**src/rtl/cache_refill_controller_if.sv**
```systemverilog
// Bus bundle shared by the L1 miss path, next-level memory and the refill controller.
// The master side is the environment (cache + memory); the slave side is the controller.
interface cache_refill_controller_if #(
    parameter int unsigned DATA_WIDTH   = 32,
    parameter int unsigned ADDRESS_BITS = 32
);
    logic                    miss_valid;
    logic                    miss_write;
    logic [ADDRESS_BITS-1:0] miss_addr;
    logic [DATA_WIDTH-1:0]   miss_wdata;
    logic                    miss_ready;

    logic                    mem_req;
    logic                    mem_we;
    logic [ADDRESS_BITS-1:0] mem_addr;
    logic [DATA_WIDTH-1:0]   mem_wdata;
    logic                    mem_ack;
    logic [DATA_WIDTH-1:0]   mem_rdata;

    logic                    update_out;
    logic [ADDRESS_BITS-1:0] update_addr;
    logic [DATA_WIDTH-1:0]   update_data;
    logic                    refill_done;
    logic                    busy;

    modport master (
        output miss_valid, miss_write, miss_addr, miss_wdata, mem_ack, mem_rdata,
        input  miss_ready, mem_req, mem_we, mem_addr, mem_wdata,
        input  update_out, update_addr, update_data, refill_done, busy
    );

    modport slave (
        input  miss_valid, miss_write, miss_addr, miss_wdata, mem_ack, mem_rdata,
        output miss_ready, mem_req, mem_we, mem_addr, mem_wdata,
        output update_out, update_addr, update_data, refill_done, busy
    );
endinterface

```
**src/rtl/cache_refill_controller.sv**
```systemverilog
// L1 miss handler: refills a whole block word by word from memory, or forwards a
// write-through store. One operation at a time; all outputs come straight from flops.
module cache_refill_controller #(
    parameter int unsigned DATA_WIDTH   = 32,
    parameter int unsigned OFFSET_BITS  = 3,
    parameter int unsigned ADDRESS_BITS = 32
) (
    input  logic                    clock,
    input  logic                    reset,
    cache_refill_controller_if.slave bus
);
    localparam int unsigned TagBits = ADDRESS_BITS - OFFSET_BITS;

    typedef enum logic [2:0] {StIdle, StRdReq, StFill, StWrReq, StDone} state_e;

    state_e                  state_q, state_d;
    logic [OFFSET_BITS-1:0]  cnt_q, cnt_d, cnt_inc;
    logic [TagBits-1:0]      base_q, base_d;
    logic [DATA_WIDTH-1:0]   wdata_q, wdata_d;
    logic [ADDRESS_BITS-1:0] mem_addr_q, mem_addr_d;
    logic [ADDRESS_BITS-1:0] update_addr_q, update_addr_d;
    logic [DATA_WIDTH-1:0]   update_data_q, update_data_d;
    logic                    miss_ready_q, miss_ready_d;
    logic                    mem_req_q, mem_req_d;
    logic                    mem_we_q, mem_we_d;
    logic                    update_out_q, update_out_d;
    logic                    refill_done_q, refill_done_d;
    logic                    busy_q, busy_d;

    assign cnt_inc = cnt_q + OFFSET_BITS'(1);

    // The counter only ever fills the offset field, so it cannot carry into tag/index bits.
    always_comb begin
        state_d       = state_q;
        cnt_d         = cnt_q;
        base_d        = base_q;
        wdata_d       = wdata_q;
        mem_addr_d    = mem_addr_q;
        update_addr_d = update_addr_q;
        update_data_d = update_data_q;

        case (state_q)
            StIdle: begin
                if (bus.miss_valid) begin
                    base_d  = bus.miss_addr[ADDRESS_BITS-1:OFFSET_BITS];
                    wdata_d = bus.miss_wdata;
                    cnt_d   = '0;
                    if (bus.miss_write) begin
                        state_d    = StWrReq;
                        mem_addr_d = bus.miss_addr;
                    end else begin
                        state_d    = StRdReq;
                        mem_addr_d = {bus.miss_addr[ADDRESS_BITS-1:OFFSET_BITS],
                                      {OFFSET_BITS{1'b0}}};
                    end
                end
            end
            StRdReq: begin
                if (bus.mem_ack) begin
                    update_data_d = bus.mem_rdata;
                    update_addr_d = {base_q, cnt_q};
                    state_d       = StFill;
                end
            end
            StFill: begin
                if (&cnt_q) begin
                    state_d = StDone;
                end else begin
                    cnt_d      = cnt_inc;
                    mem_addr_d = {base_q, cnt_inc};
                    state_d    = StRdReq;
                end
            end
            StWrReq: begin
                if (bus.mem_ack) begin
                    state_d = StDone;
                end
            end
            StDone: begin
                state_d = StIdle;
            end
            default: begin
                state_d = StIdle;
            end
        endcase

        // Moore outputs are decoded from the next state and registered.
        miss_ready_d  = (state_d == StIdle);
        mem_req_d     = (state_d == StRdReq) || (state_d == StWrReq);
        mem_we_d      = (state_d == StWrReq);
        update_out_d  = (state_d == StFill);
        refill_done_d = (state_d == StDone);
        busy_d        = (state_d != StIdle);
    end

    always_ff @(posedge clock) begin
        if (reset) begin
            state_q       <= StIdle;
            cnt_q         <= '0;
            base_q        <= '0;
            wdata_q       <= '0;
            mem_addr_q    <= '0;
            update_addr_q <= '0;
            update_data_q <= '0;
            miss_ready_q  <= 1'b1;
            mem_req_q     <= 1'b0;
            mem_we_q      <= 1'b0;
            update_out_q  <= 1'b0;
            refill_done_q <= 1'b0;
            busy_q        <= 1'b0;
        end else begin
            state_q       <= state_d;
            cnt_q         <= cnt_d;
            base_q        <= base_d;
            wdata_q       <= wdata_d;
            mem_addr_q    <= mem_addr_d;
            update_addr_q <= update_addr_d;
            update_data_q <= update_data_d;
            miss_ready_q  <= miss_ready_d;
            mem_req_q     <= mem_req_d;
            mem_we_q      <= mem_we_d;
            update_out_q  <= update_out_d;
            refill_done_q <= refill_done_d;
            busy_q        <= busy_d;
        end
    end

    assign bus.miss_ready  = miss_ready_q;
    assign bus.mem_req     = mem_req_q;
    assign bus.mem_we      = mem_we_q;
    assign bus.mem_addr    = mem_addr_q;
    assign bus.mem_wdata   = wdata_q;
    assign bus.update_out  = update_out_q;
    assign bus.update_addr = update_addr_q;
    assign bus.update_data = update_data_q;
    assign bus.refill_done = refill_done_q;
    assign bus.busy        = busy_q;
endmodule

```
**src/flat_wrapper.sv**
```systemverilog
// flat-port wrapper written by rule: the top's interface ports become plain ports
module cache_refill_controller_flat 
#(
    parameter int unsigned DATA_WIDTH   = 32,
    parameter int unsigned OFFSET_BITS  = 3,
    parameter int unsigned ADDRESS_BITS = 32
)
  (clock, reset, bus_miss_valid, bus_miss_write, bus_miss_addr, bus_miss_wdata, bus_mem_ack, bus_mem_rdata, bus_miss_ready, bus_mem_req, bus_mem_we, bus_mem_addr, bus_mem_wdata, bus_update_out, bus_update_addr, bus_update_data, bus_refill_done, bus_busy);
  cache_refill_controller_if #(.DATA_WIDTH(DATA_WIDTH), .ADDRESS_BITS(ADDRESS_BITS)) bus_i ();
  input  logic clock;
  input  logic reset;
  input wire logic [$bits(bus_i.miss_valid)-1:0] bus_miss_valid;
  input wire logic [$bits(bus_i.miss_write)-1:0] bus_miss_write;
  input wire logic [$bits(bus_i.miss_addr)-1:0] bus_miss_addr;
  input wire logic [$bits(bus_i.miss_wdata)-1:0] bus_miss_wdata;
  input wire logic [$bits(bus_i.mem_ack)-1:0] bus_mem_ack;
  input wire logic [$bits(bus_i.mem_rdata)-1:0] bus_mem_rdata;
  output wire logic [$bits(bus_i.miss_ready)-1:0] bus_miss_ready;
  output wire logic [$bits(bus_i.mem_req)-1:0] bus_mem_req;
  output wire logic [$bits(bus_i.mem_we)-1:0] bus_mem_we;
  output wire logic [$bits(bus_i.mem_addr)-1:0] bus_mem_addr;
  output wire logic [$bits(bus_i.mem_wdata)-1:0] bus_mem_wdata;
  output wire logic [$bits(bus_i.update_out)-1:0] bus_update_out;
  output wire logic [$bits(bus_i.update_addr)-1:0] bus_update_addr;
  output wire logic [$bits(bus_i.update_data)-1:0] bus_update_data;
  output wire logic [$bits(bus_i.refill_done)-1:0] bus_refill_done;
  output wire logic [$bits(bus_i.busy)-1:0] bus_busy;
  assign bus_i.miss_valid = bus_miss_valid;
  assign bus_i.miss_write = bus_miss_write;
  assign bus_i.miss_addr = bus_miss_addr;
  assign bus_i.miss_wdata = bus_miss_wdata;
  assign bus_i.mem_ack = bus_mem_ack;
  assign bus_i.mem_rdata = bus_mem_rdata;
  assign bus_miss_ready = bus_i.miss_ready;
  assign bus_mem_req = bus_i.mem_req;
  assign bus_mem_we = bus_i.mem_we;
  assign bus_mem_addr = bus_i.mem_addr;
  assign bus_mem_wdata = bus_i.mem_wdata;
  assign bus_update_out = bus_i.update_out;
  assign bus_update_addr = bus_i.update_addr;
  assign bus_update_data = bus_i.update_data;
  assign bus_refill_done = bus_i.refill_done;
  assign bus_busy = bus_i.busy;
  cache_refill_controller #(.DATA_WIDTH(DATA_WIDTH), .OFFSET_BITS(OFFSET_BITS), .ADDRESS_BITS(ADDRESS_BITS)) u_core (.clock(clock), .reset(reset), .bus(bus_i));
endmodule
```
**config.mk**
```make
export PLATFORM = sky130hd
export DESIGN_NAME = cache_refill_controller_flat
export DESIGN_NICKNAME = d
export VERILOG_FILES = /design/src/rtl/cache_refill_controller_if.sv /design/src/rtl/cache_refill_controller.sv /design/src/flat_wrapper.sv
export SDC_FILE = /design/constraint.sdc
export NUM_CORES = 1
export LEC_CHECK = 0
export ABC_AREA = 0
export BUFFER_PORTS_ARGS = -buffer_cell sky130_fd_sc_hd__buf_2
export CAP_MARGIN = 20
export CORE_MARGIN = 1.5
export CORE_UTILIZATION = 30
export CTS_CLUSTER_DIAMETER = 120
export DETAILED_ROUTE_END_ITERATION = 10
export PLACE_DENSITY = 0.55
export SLEW_MARGIN = 0
export SYNTH_ARGS = -nofsm -noshare
export SYNTH_HDL_FRONTEND = slang
export SYNTH_SLANG_ARGS = --single-unit
```
**constraint.sdc**
```tcl
create_clock -name clock -period 2 [get_ports clock]
set_input_delay 0.3 -clock clock [delete_from_list [all_inputs] [get_ports clock]]
set_output_delay 0.3 -clock clock [all_outputs]
set_load 0.01 [all_outputs]
```
# == Word level (Yosys, flattened, before mapping) ==
# Index checks and enable logic that the tools add are counted.
# classes
n_mux,13
n_reduce_logical,9
add_sub_neg,1
n_eq_ne,9
# ops
op,n
two-way mux 32 bit,2
case mux 32 bit (2 select lines),1
two-way mux 3 bit,7
== test 3 x 2 -> 1 bit (second input constant),4
case mux 3 bit (4 select lines),1
== test 3 x 1 -> 1 bit (second input constant),2
zero test 3 bit,2
case mux 3 bit (2 select lines),1
AND reduction 3 bit,2
!= test 2 bit (second input constant),2
AND reduction 2 bit,2
adder 3 x 1 -> 3 bit (second input constant),1
== test 3 bit (second input constant),1
nonzero test 3 bit,1
two-way mux 2 bit,1
nonzero test 2 bit,1
logical OR 1 bit,1
# totals
reg_bits,169
out_inout_bits,134
word_cells,45

# == Longest topological paths before layout ==
# Gate-level depths: netlist of run 1.
# depth
word_depth,5
ltp_mapped,8
mapped_depth_nobuf,6

# == Worst setup path before layout of run 1 ==
# No wires, ideal clock.
# synth_path
path_type,register -> register
startpoint,register u_core.cnt_q[0]
endpoint,register u_core.mem_addr_q[10] (netlist: u_core.bus.mem_addr[10])
t_required_ps,1919
stages_incl_launch_ff,9
setup_slack_ps,408
t_arrival_ps,1511
path_buffers,2
setup_ps,81
path_cell_list,dfxtp_1 ha_1 ha_1 nor2b_4 o21a_1 buf_4 buf_6 nor2_1 a211oi_2
# synth_between
elab_chain_len,3
# synth_lines
item,line_no,source
start: declaration,cache_refill_controller.sv:17,"logic [OFFSET_BITS-1:0] cnt_q, cnt_d, cnt_inc;"
start signal: assignment,cache_refill_controller.sv:113,cnt_q <= cnt_d;
AND reduction 3 bit,cache_refill_controller.sv:66,if (&cnt_q) begin
!= test 2 bit (no line),-,
AND reduction 3 bit (no line),-,
end signal: assignment,cache_refill_controller.sv:116,mem_addr_q <= mem_addr_d;
end: declaration,cache_refill_controller.sv:20,"logic [ADDRESS_BITS-1:0] mem_addr_q, mem_addr_d;"
# No other way between the ends.
# A chain may end at the register's enable or synchronous reset.

# == Worst setup path in the final report of run 1 ==
# layout_path
startpoint,register u_core.cnt_q[0]
endpoint,register u_core.mem_addr_q[16] (netlist: u_core.bus.mem_addr[16])
# Same word-level chain as after synthesis.

==> run summary, run 1 <==
path type of the worst min-delay path = input pin to register
final critical-path share of the clock period = 89.8%
CTS root buf = sky130_fd_sc_hd__clkbuf_16
global-route congestion overflow total = 0
number of max-slew violations in the final report = 0
Post-route DRC = 0
max_cap viols = 0
post-route clock skew = 9.10 ps
fin util = 39.8%
Yosys cell types = 35
Detail Route Antenna Nets = 0
count of endpoints failing hold in the final timing report = 0
most frequent standard cell in the layout excluding fill and tap cells = sky130_fd_sc_hd__nand2_1
synthesized instance count = 737
endpoint type of the worst setup path = register
clk buf depth = 2
layout overhead on the synthesized area = 30.1%
horizontal extent of the die = 149 microns
clock latency at the later pin of the worst-skew pair = 420 ps
post-CTS setup buffer count = 0
total power of the final layout = 8.21 mW
post_cts resized = 0
total detailed-routing wirelength = 17,600 microns
antenna violations before repair = 1
top routing layer used = met4
Routed met2 length = 8030 microns
total power per unit cell area = 983 mW/mm^2
level count of the clock H-tree = 4
vias per inst = 4.52
most area-hungry cell type in the Yosys netlist = sky130_fd_sc_hd__dfxtp_1
Port-buffer cells = 234
detailed-placement wirelength estimate = 11,600 microns
Most used DFF post-synth = sky130_fd_sc_hd__dfxtp_1
first-pass GRT wire length = 27,300 microns
RD Place Congestion = 0.687
headroom to the max-slew limit = 68.4%
hold buffer count at CTS = 0
number of placed cells counting well taps = 1,205
CTS tree = yes
post-CTS clock slew at the launch and capture registers of the worst setup and hold paths = 70 ps
routed length per instance = 14.2 microns
required time of the worst setup path = 2340 ps
Max Clk Rate = 557 MHz
fin crit period = 1800 ps
total die area = 0.0223 sq mm
leakage component of the power = 3.58 nW
clock buffer count from CTS = 17
met1 routed wirelength after detailed routing = 7910 microns
commonest cells after routing, fill and taps aside = 253 x sky130_fd_sc_hd__nand2_1, 233 x sky130_fd_sc_hd__buf_2, 168 x sky130_fd_sc_hd__dfxtp_1
proportion of register bits with asynchronous set or reset after synthesis = 0%
setup violators final = 0
Top Ports = 235
critical path arrival = 2130 ps
area share of the largest cell type after synthesis = 52.7%
share of cells above drive strength 1 = 33.4%
total track usage = 15.8%
pin count of the biggest net entering global routing = 49
FP Rows = 53
number of global-route vias before repair = 5,159
via total after detailed routing = 5,601
fraction of the yosys area taken by sequential cells = 52.7%
Sum Neg Setup Slack = 0 ps
Clock Sinks = 169
EDFF count, synth = 0
y dimension of the die = 149 microns
transition time at the pin with the least slew margin = 469 ps
total standard cell area after synthesis = 0.00642 sq mm
initial core utilization = 30.5%
category of the critical setup timing path = register to register
DR WL met3 = 1350 microns
DRC marker count from the first detailed-route iteration = 223
Core Footprint = 0.0210 sq mm
number of warnings issued by yosys = 0
leading post-synthesis cells by cell area = sky130_fd_sc_hd__dfxtp_1 53%, sky130_fd_sc_hd__nand2_1 15%, sky130_fd_sc_hd__a21oi_1 10%, sky130_fd_sc_hd__a211oi_2 5.5%, sky130_fd_sc_hd__mux2i_1 4.5%
final cell count without fillers = 1,238
largest fanout on the critical path = 45
result of the run = finished, final reports clean
nets@finish = 1,052
RSZ-0062 raised after global routing = no
largest vdd supply drop = 0.533 mV
net count of the mapped netlist = 840
kind of launch point of the worst setup path = register
post-synthesis sequential element count = 169
mean instance size in the synthesized netlist = 8.71 sq um
count of filler cells inserted in the layout = 2,207
count of TritonRoute iterations in the first routing pass = 4
## report_power, final
part / switching (mW) / internal [mW] / total, mW
clock: 1.42 / 1.79 / 3.21
sequential: 0.131 / 3.60 / 3.73
combinational: 0.763 / 0.508 / 1.27
## through the flow
stage,worst slack (ps),hold WS (ps),area [sq um]
3_3_place_gp,273,438,7780
3_5_place_dp,239,443,7780
2_1_floorplan,408,436,6420
5_1_grt,83.7,88.9,8350
6_report,203,110,8360
4_1_cts,218,80.4,8350
## worst paths after layout
check | start | depth (start not counted) | slack [ps] | endpoint
min | bus_miss_wdata[11] | 3 | 110 | u_core.bus.mem_wdata[11]
max reg2reg | u_core.cnt_q[0] | 7 | 200 | u_core.bus.mem_addr[16]
max | u_core.cnt_q[0] | 7 | 200 | u_core.bus.mem_addr[16]
min reg2reg | u_core.bus.update_addr[0] | 2 | 450 | u_core.bus.update_addr[0]
## flip-flops by register name (all words and copies together) (netlist names), 3 cells and up
signal,flops
u_core.base_q,29
u_core.bus.update_addr,32
u_core.bus.update_data,32
u_core.bus.mem_addr,32
u_core.bus.mem_wdata,32
u_core.state_q,3
u_core.cnt_q,3
## logic make-up (layout without fill, tap and decap cells)
| family | count (synthesis) | in the layout | share of synthesized area [%] |
|---|---|---|---|
| other | 0 | 1 | 0 |
| XOR/XNOR | 1 | 1 | 0.136 |
| flip-flops | 169 | 169 | 52.7 |
| AND/OR/NAND/NOR | 309 | 309 | 19.4 |
| adder cells (fa/ha/maj) | 2 | 2 | 0.390 |
| multiplexers | 29 | 29 | 4.52 |
| buffers and inverters | 59 | 284 | 6.02 |
| AO/OA/AOI/OAI | 168 | 168 | 16.8 |
## cell usage after synthesis, drive strengths merged (3+ instances only)
master and instances:
buf 34, nor3 5, clkbuf 23, nand2 255, a211oi 30, dfxtp 169
mux2i 29, nor2 36, nor2b 3, a21oi 130
## worst max-delay path, cell delays in order, from the launching register on
cell	delay (ps)
sky130_fd_sc_hd__dfxtp_1	340
sky130_fd_sc_hd__ha_1	210
sky130_fd_sc_hd__ha_1	260
sky130_fd_sc_hd__nor2b_4	180
sky130_fd_sc_hd__o21a_4	150
sky130_fd_sc_hd__buf_12	230
sky130_fd_sc_hd__nor2_1	100
sky130_fd_sc_hd__a211oi_2	200
## layer usage
layer	vias up	global-route usage, %
met5	-	0
met4	0	6.04
met3	24	5.32
met2	174	25.3
met1	2546	19.4
li1	2857	-
## layout make-up
cell class,instances,area (sq um),share of cell area [%]
sequential,169,3380,40.5
multi-input combinational,509,2660,31.9
timing repair buffer,250,1390,16.6
clock buffer,19,453,5.42
tap,275,344,4.12
clock inverter,13,118,1.41
inverter,2,7.51,0.0898
antenna,1,2.50,0.0299
No activity file was read; power rests on OpenSTA's default activity.
==> run 2: changes to the inputs <==
- REMOVE_ABC_BUFFERS: default -> 1
==> run 2 against run 1 <==
  * Wire length is 3.2% lower
  * Hold slack worse by 5.6 ps
  * Worst setup slack better by 58 ps
  * Sequential share of layout area is 0.16 points lower
  * Critical endpoint is now u_core.bus.mem_addr[2]
  * Count of clock-buffer cells in the layout is 1 lower
  * Maximum frequency is 3.3% higher
  * Highest routed layer unchanged
==> run summary, run 2 (synthesized netlist as in run 1, its figures left out) <==
result of the run = finished, final reports clean
endpoint type of the worst setup path = register
clock buffer count from CTS = 17
final cell count without fillers = 1,239
worst-case register-to-register setup slack = 260 ps
total cell area at the placement stage = 0.00778 sq mm
clk buf depth = 2
via total after detailed routing = 5,573
Detail Route Antenna Nets = 0
count of filler cells inserted in the layout = 2,227
Port-buffer cells = 234
setup violators final = 0
post_cts resized = 0
initial core utilization = 30.5%
sequential power share = 44.3%
largest vdd supply drop = 0.541 mV
number of placed cells counting well taps = 1,206
vias per inst = 4.50
pin count of the biggest net entering global routing = 79
RD Place Congestion = 0.698
level count of the clock H-tree = 4
first-pass GRT wire length = 26,900 microns
post-placement worst setup slack = 275 ps
total detailed-routing wirelength = 17,100 microns
clock network fraction of total power = 40.7%
power dissipated by switching net loads = 2.32 mW
Sum Neg Setup Slack = 0 ps
hold buffer count at CTS = 0
footprint of the flip-flops and latches = 0.00338 sq mm
Core Footprint = 0.0210 sq mm
total power per unit cell area = 1010 mW/mm^2
antenna violations before repair = 1
global-route congestion overflow total = 0
Max Clk Rate = 575 MHz
max_cap viols = 0
Final Instance Area = 0.00839 sq mm
switching portion of total power = 27.4%
category of the critical setup timing path = register to register
nets@finish = 1,053
y dimension of the die = 149 microns
Top Ports = 235
Combinational Power Share = 14.9%
count of endpoints failing hold in the final timing report = 0
worst hold path cell count = 3
final critical-path share of the clock period = 86.9%
area of the multi-input gates = 0.00266 sq mm
total power of the final layout = 8.44 mW
critical path arrival = 2070 ps
post-route clock skew = 13.6 ps
largest fanout on the critical path = 31
total track usage = 15.4%
headroom to the max-slew limit = 63.6%
required time of the worst setup path = 2330 ps
path type of the worst min-delay path = input pin to register
horizontal extent of the die = 149 microns
startpoint of the worst-slack reg-to-reg timing path = u_core.cnt_q[0]
FP Rows = 53
number of global-route vias before repair = 5,261
post-CTS setup buffer count = 0
count of TritonRoute iterations in the first routing pass = 4
fin util = 39.9%
number of max-slew violations in the final report = 0
routed length per instance = 13.8 microns
worst min-delay path startpoint = bus_miss_wdata[31]
final hold slack = 104 ps
post-CTS clock slew at the launch and capture registers of the worst setup and hold paths = 70 ps
CTS root buf = sky130_fd_sc_hd__clkbuf_16
kind of launch point of the worst setup path = register
total die area = 0.0223 sq mm
layout overhead on the synthesized area = 30.7%
Worst R2R Path Depth = 7
detailed-placement wirelength estimate = 11,500 microns
Int Pwr = 6.12 mW
leakage component of the power = 3.60 nW
transition time at the pin with the least slew margin = 545 ps
setup ws final = 262 ps
endpoint of the worst hold-timing path = u_core.bus.mem_wdata[31]
fin crit period = 1740 ps
Clock Sinks = 169
clock latency at the later pin of the worst-skew pair = 430 ps
most frequent standard cell in the layout excluding fill and tap cells = sky130_fd_sc_hd__nand2_1
CTS tree = yes
share of cells above drive strength 1 = 33.4%
endpoint of the worst-slack reg-to-reg timing path = u_core.bus.mem_addr[2]
RSZ-0062 raised after global routing = no
DRC marker count from the first detailed-route iteration = 197
commonest cells after routing, fill and taps aside = 253 x sky130_fd_sc_hd__nand2_1, 233 x sky130_fd_sc_hd__buf_2, 168 x sky130_fd_sc_hd__dfxtp_1
Post-route DRC = 0
[run 2: metal layers]
| metal | routed length, microns | vias to the layer above | track usage, % | share of wire [%] |
|---|---|---|---|---|
| met5 | 0 | - | 0 | 0 |
| met4 | 228 | 0 | 5.25 | 1.3 |
| met3 | 1550 | 15 | 5.87 | 9.1 |
| met2 | 7370 | 202 | 24.2 | 43 |
| met1 | 7920 | 2494 | 19.2 | 46 |
| li1 | - | 2862 | - | - |
[run 2: power groups by stage]
stage / clock [mW] / sequential [mW] / combinational, mW
6_report: 3.44 / 3.74 / 1.26
4_1_cts: 3.57 / 3.74 / 1.29
3_3_place_gp: 0 / 3.82 / 1.28
5_1_grt: 3.69 / 3.77 / 1.40
2_1_floorplan: 0 / 3.91 / 0.568
3_5_place_dp: 0 / 3.82 / 1.28
[run 2: layout make-up]
type	count	share of cell area [%]
Antenna cell	1	0.0298
Tap cell	275	4.10
Inverter	2	0.0895
Multi-Input combinational cell	509	31.7
Timing Repair Buffer	251	16.5
Sequential cell	169	40.3
Clock inverter	14	2.01
Clock buffer	18	5.23
[run 2: critical path, cell delays in order, from the launching register on]
cell and delay (ps):
sky130_fd_sc_hd__dfxtp_1 350, sky130_fd_sc_hd__ha_1 210, sky130_fd_sc_hd__ha_1 260, sky130_fd_sc_hd__nor2b_4 180, sky130_fd_sc_hd__o21a_4 170, sky130_fd_sc_hd__buf_12 190, sky130_fd_sc_hd__nor2_1 60, sky130_fd_sc_hd__a311oi_1 220
[run 2: worst max-delay path by stage]
stage,startpoint,to,slack (ps)
6_report,u_core.cnt_q[0],u_core.bus.mem_addr[2],260
5_1_grt,u_core.cnt_q[0],u_core.bus.mem_addr[2],100
4_1_cts,u_core.cnt_q[0],u_core.bus.mem_addr[2],250
2_1_floorplan,u_core.state_q[1],u_core.bus.mem_addr[10],-1720
3_3_place_gp,u_core.cnt_q[0],u_core.bus.mem_addr[2],290
3_5_place_dp,u_core.cnt_q[0],u_core.bus.mem_addr[2],270
==> run 3: changes to the inputs <==
--- a/config.mk
+++ b/config.mk
@@ -10,8 +10,9 @@
 export CAP_MARGIN = 20
 export CORE_MARGIN = 1.5
-export CORE_UTILIZATION = 30
+export CORE_UTILIZATION = 49
 export CTS_CLUSTER_DIAMETER = 120
 export DETAILED_ROUTE_END_ITERATION = 10
-export PLACE_DENSITY = 0.55
+export HOLD_SLACK_MARGIN = 0.05
+export PLACE_DENSITY = 0.81
 export REMOVE_ABC_BUFFERS = 1
 export SLEW_MARGIN = 0
==> constraint.sdc (replaced) <==
create_clock -name clock -period 2 [get_ports clock]
set_input_delay 0.3 -clock clock [delete_from_list [all_inputs] [get_ports clock]]
set_output_delay 0.3 -clock clock [all_outputs]
set_load 0.05 [all_outputs]
==> run 3 against run 2 <==
  * Critical path depth is the same
  * Utilization is 25 points higher
  * Sequential power about the same
  * Via count rose by 2.3%
  * Count of clock-buffer cells in the layout is 3 higher
  * First-iteration DRC count rose by 46%
  * Total power is 5.5% higher
  * Wire length shrank 6.7%
  * Final cell count fell by 8.6%
  * Largest cell class unchanged
==> run summary, run 3 (synthesized netlist as in run 1, its figures left out) <==
total track usage = 22.7%
post-CTS clock slew at the launch and capture registers of the worst setup and hold paths = 60 ps
result of the run = finished, final reports clean
critical path arrival = 2090 ps
count of endpoints failing hold in the final timing report = 0
footprint of the flip-flops and latches = 0.00338 sq mm
max_cap viols = 0
setup violators final = 0
Top Ports = 235
RD Place Congestion = 0.796
post_cts resized = 0
Core Footprint = 0.0127 sq mm
Crit path buffers/inverters = 1
total die area = 0.0138 sq mm
Clock Sinks = 169
via total after detailed routing = 5,699
clk buf depth = 2
pin count of the biggest net entering global routing = 76
FP Rows = 41
required time of the worst setup path = 2320 ps
share of cells above drive strength 1 = 33.1%
endpoint type of the worst setup path = register
kind of launch point of the worst setup path = register
total power per unit cell area = 1080 mW/mm^2
leakage component of the power = 3.60 nW
number of placed cells counting well taps = 1,100
routed length per instance = 14.1 microns
Antenna Diode Count = 0
headroom to the max-slew limit = 64.0%
commonest cells after routing, fill and taps aside = 253 x sky130_fd_sc_hd__nand2_1, 233 x sky130_fd_sc_hd__buf_2, 168 x sky130_fd_sc_hd__dfxtp_1
critical-path cell list = ha_1 -> ha_1 -> nor2b_4 -> o21a_4 -> buf_12 -> nor2_1 -> a311oi_1
count of TritonRoute iterations in the first routing pass = 4
area of the multi-input gates = 0.00266 sq mm
post-placement worst setup slack = 241 ps
CP max-delay cell = sky130_fd_sc_hd__dfxtp_1
transition time at the pin with the least slew margin = 540 ps
nets@finish = 1,050
kind of cell adding the most delay to the critical path = adder cells
Detail Route Antenna Nets = 0
post-CTS setup buffer count = 0
global-route congestion overflow total = 0
level count of the clock H-tree = 4
number of global-route vias before repair = 5,306
hold buffer count at CTS = 0
setup ws final = 230 ps
vias per inst = 5.03
post-route clock skew = 6.43 ps
total detailed-routing wirelength = 15,900 microns
Final Instance Area = 0.00826 sq mm
RSZ-0062 raised after global routing = no
Critical Path Max Stage Delay = 350 ps
category of the critical setup timing path = register to register
clock latency at the later pin of the worst-skew pair = 420 ps
CTS tree = yes
count of filler cells inserted in the layout = 1,105
detailed-placement wirelength estimate = 10,900 microns
first-pass GRT wire length = 25,400 microns
antenna violations before repair = 0
CP dominant cell by count = sky130_fd_sc_hd__ha_1
horizontal extent of the die = 117 microns
layout overhead on the synthesized area = 28.6%
total cell area at the placement stage = 0.00764 sq mm
number of max-slew violations in the final report = 0
largest fanout on the critical path = 33
initial core utilization = 50.5%
CTS root buf = sky130_fd_sc_hd__clkbuf_16
final critical-path share of the clock period = 88.5%
Post-route DRC = 0
fin crit period = 1770 ps
clock buffer count from CTS = 17
Max Clk Rate = 565 MHz
path type of the worst min-delay path = input pin to register
most frequent standard cell in the layout excluding fill and tap cells = sky130_fd_sc_hd__nand2_1
largest vdd supply drop = 0.768 mV
final cell count without fillers = 1,132
DRC marker count from the first detailed-route iteration = 288
Port-buffer cells = 234
y dimension of the die = 117 microns
==> run 3: area by class of cell <==
class / count / area share (%)
Multi-Input combinational cell: 509 / 32.3
Clock inverter: 11 / 1.76
Timing Repair Buffer: 248 / 16.6
Tap cell: 172 / 2.61
Sequential cell: 169 / 41.0
Clock buffer: 21 / 5.70
Inverter: 2 / 0.0909
==> run 3: stage by stage <==
step | TNS [ps] | total power [mW] | utilization, % | hold WS (ps)
2_1_floorplan | -175020 | 5.04 | - | 365
3_3_place_gp | 0 | 5.61 | 60.1 | 438
3_5_place_dp | 0 | 5.64 | 60.1 | 443
4_1_cts | 0 | 8.99 | 64.9 | 95.7
5_1_grt | 0 | 9.27 | 64.9 | 103
6_report | 0 | 8.91 | 64.9 | 113
==> run 3: worst min-delay path: cells and delay by family <==
kind	cells	cell delay, ps
buffers and inverters	1	90
AOI/OAI and AO/OA	1	50
and+or+nand+nor	1	40
==> run 3: path summary, 6_finish.rpt <==
path / from / end / slack, ps / cells after the start
max: u_core.cnt_q[0] / u_core.bus.mem_addr[2] / 230 / 7
min: bus_miss_wdata[28] / u_core.bus.mem_wdata[28] / 110 / 3
max reg2reg: u_core.cnt_q[0] / u_core.bus.mem_addr[2] / 230 / 7
min reg2reg: u_core.bus.update_addr[3] / u_core.bus.update_addr[3] / 450 / 2
==> run 3: where the power goes <==
part | switching [mW] | internal (mW) | leakage [nW]
sequential | 0.142 | 3.61 | 1.38
combinational | 1.30 | 0.511 | 1.91
clock | 1.28 | 2.06 | 0.307
total | 2.73 | 6.18 | 3.60
==> run 3: layer usage <==
metal | global-route usage, % | vias up | part of all wire [%]
met5 | 0 | - | 0
met4 | 9.07 | 0 | 2.5
met3 | 7.41 | 30 | 8.3
met2 | 39.6 | 217 | 48
met1 | 25.7 | 2590 | 41
li1 | - | 2862 | -
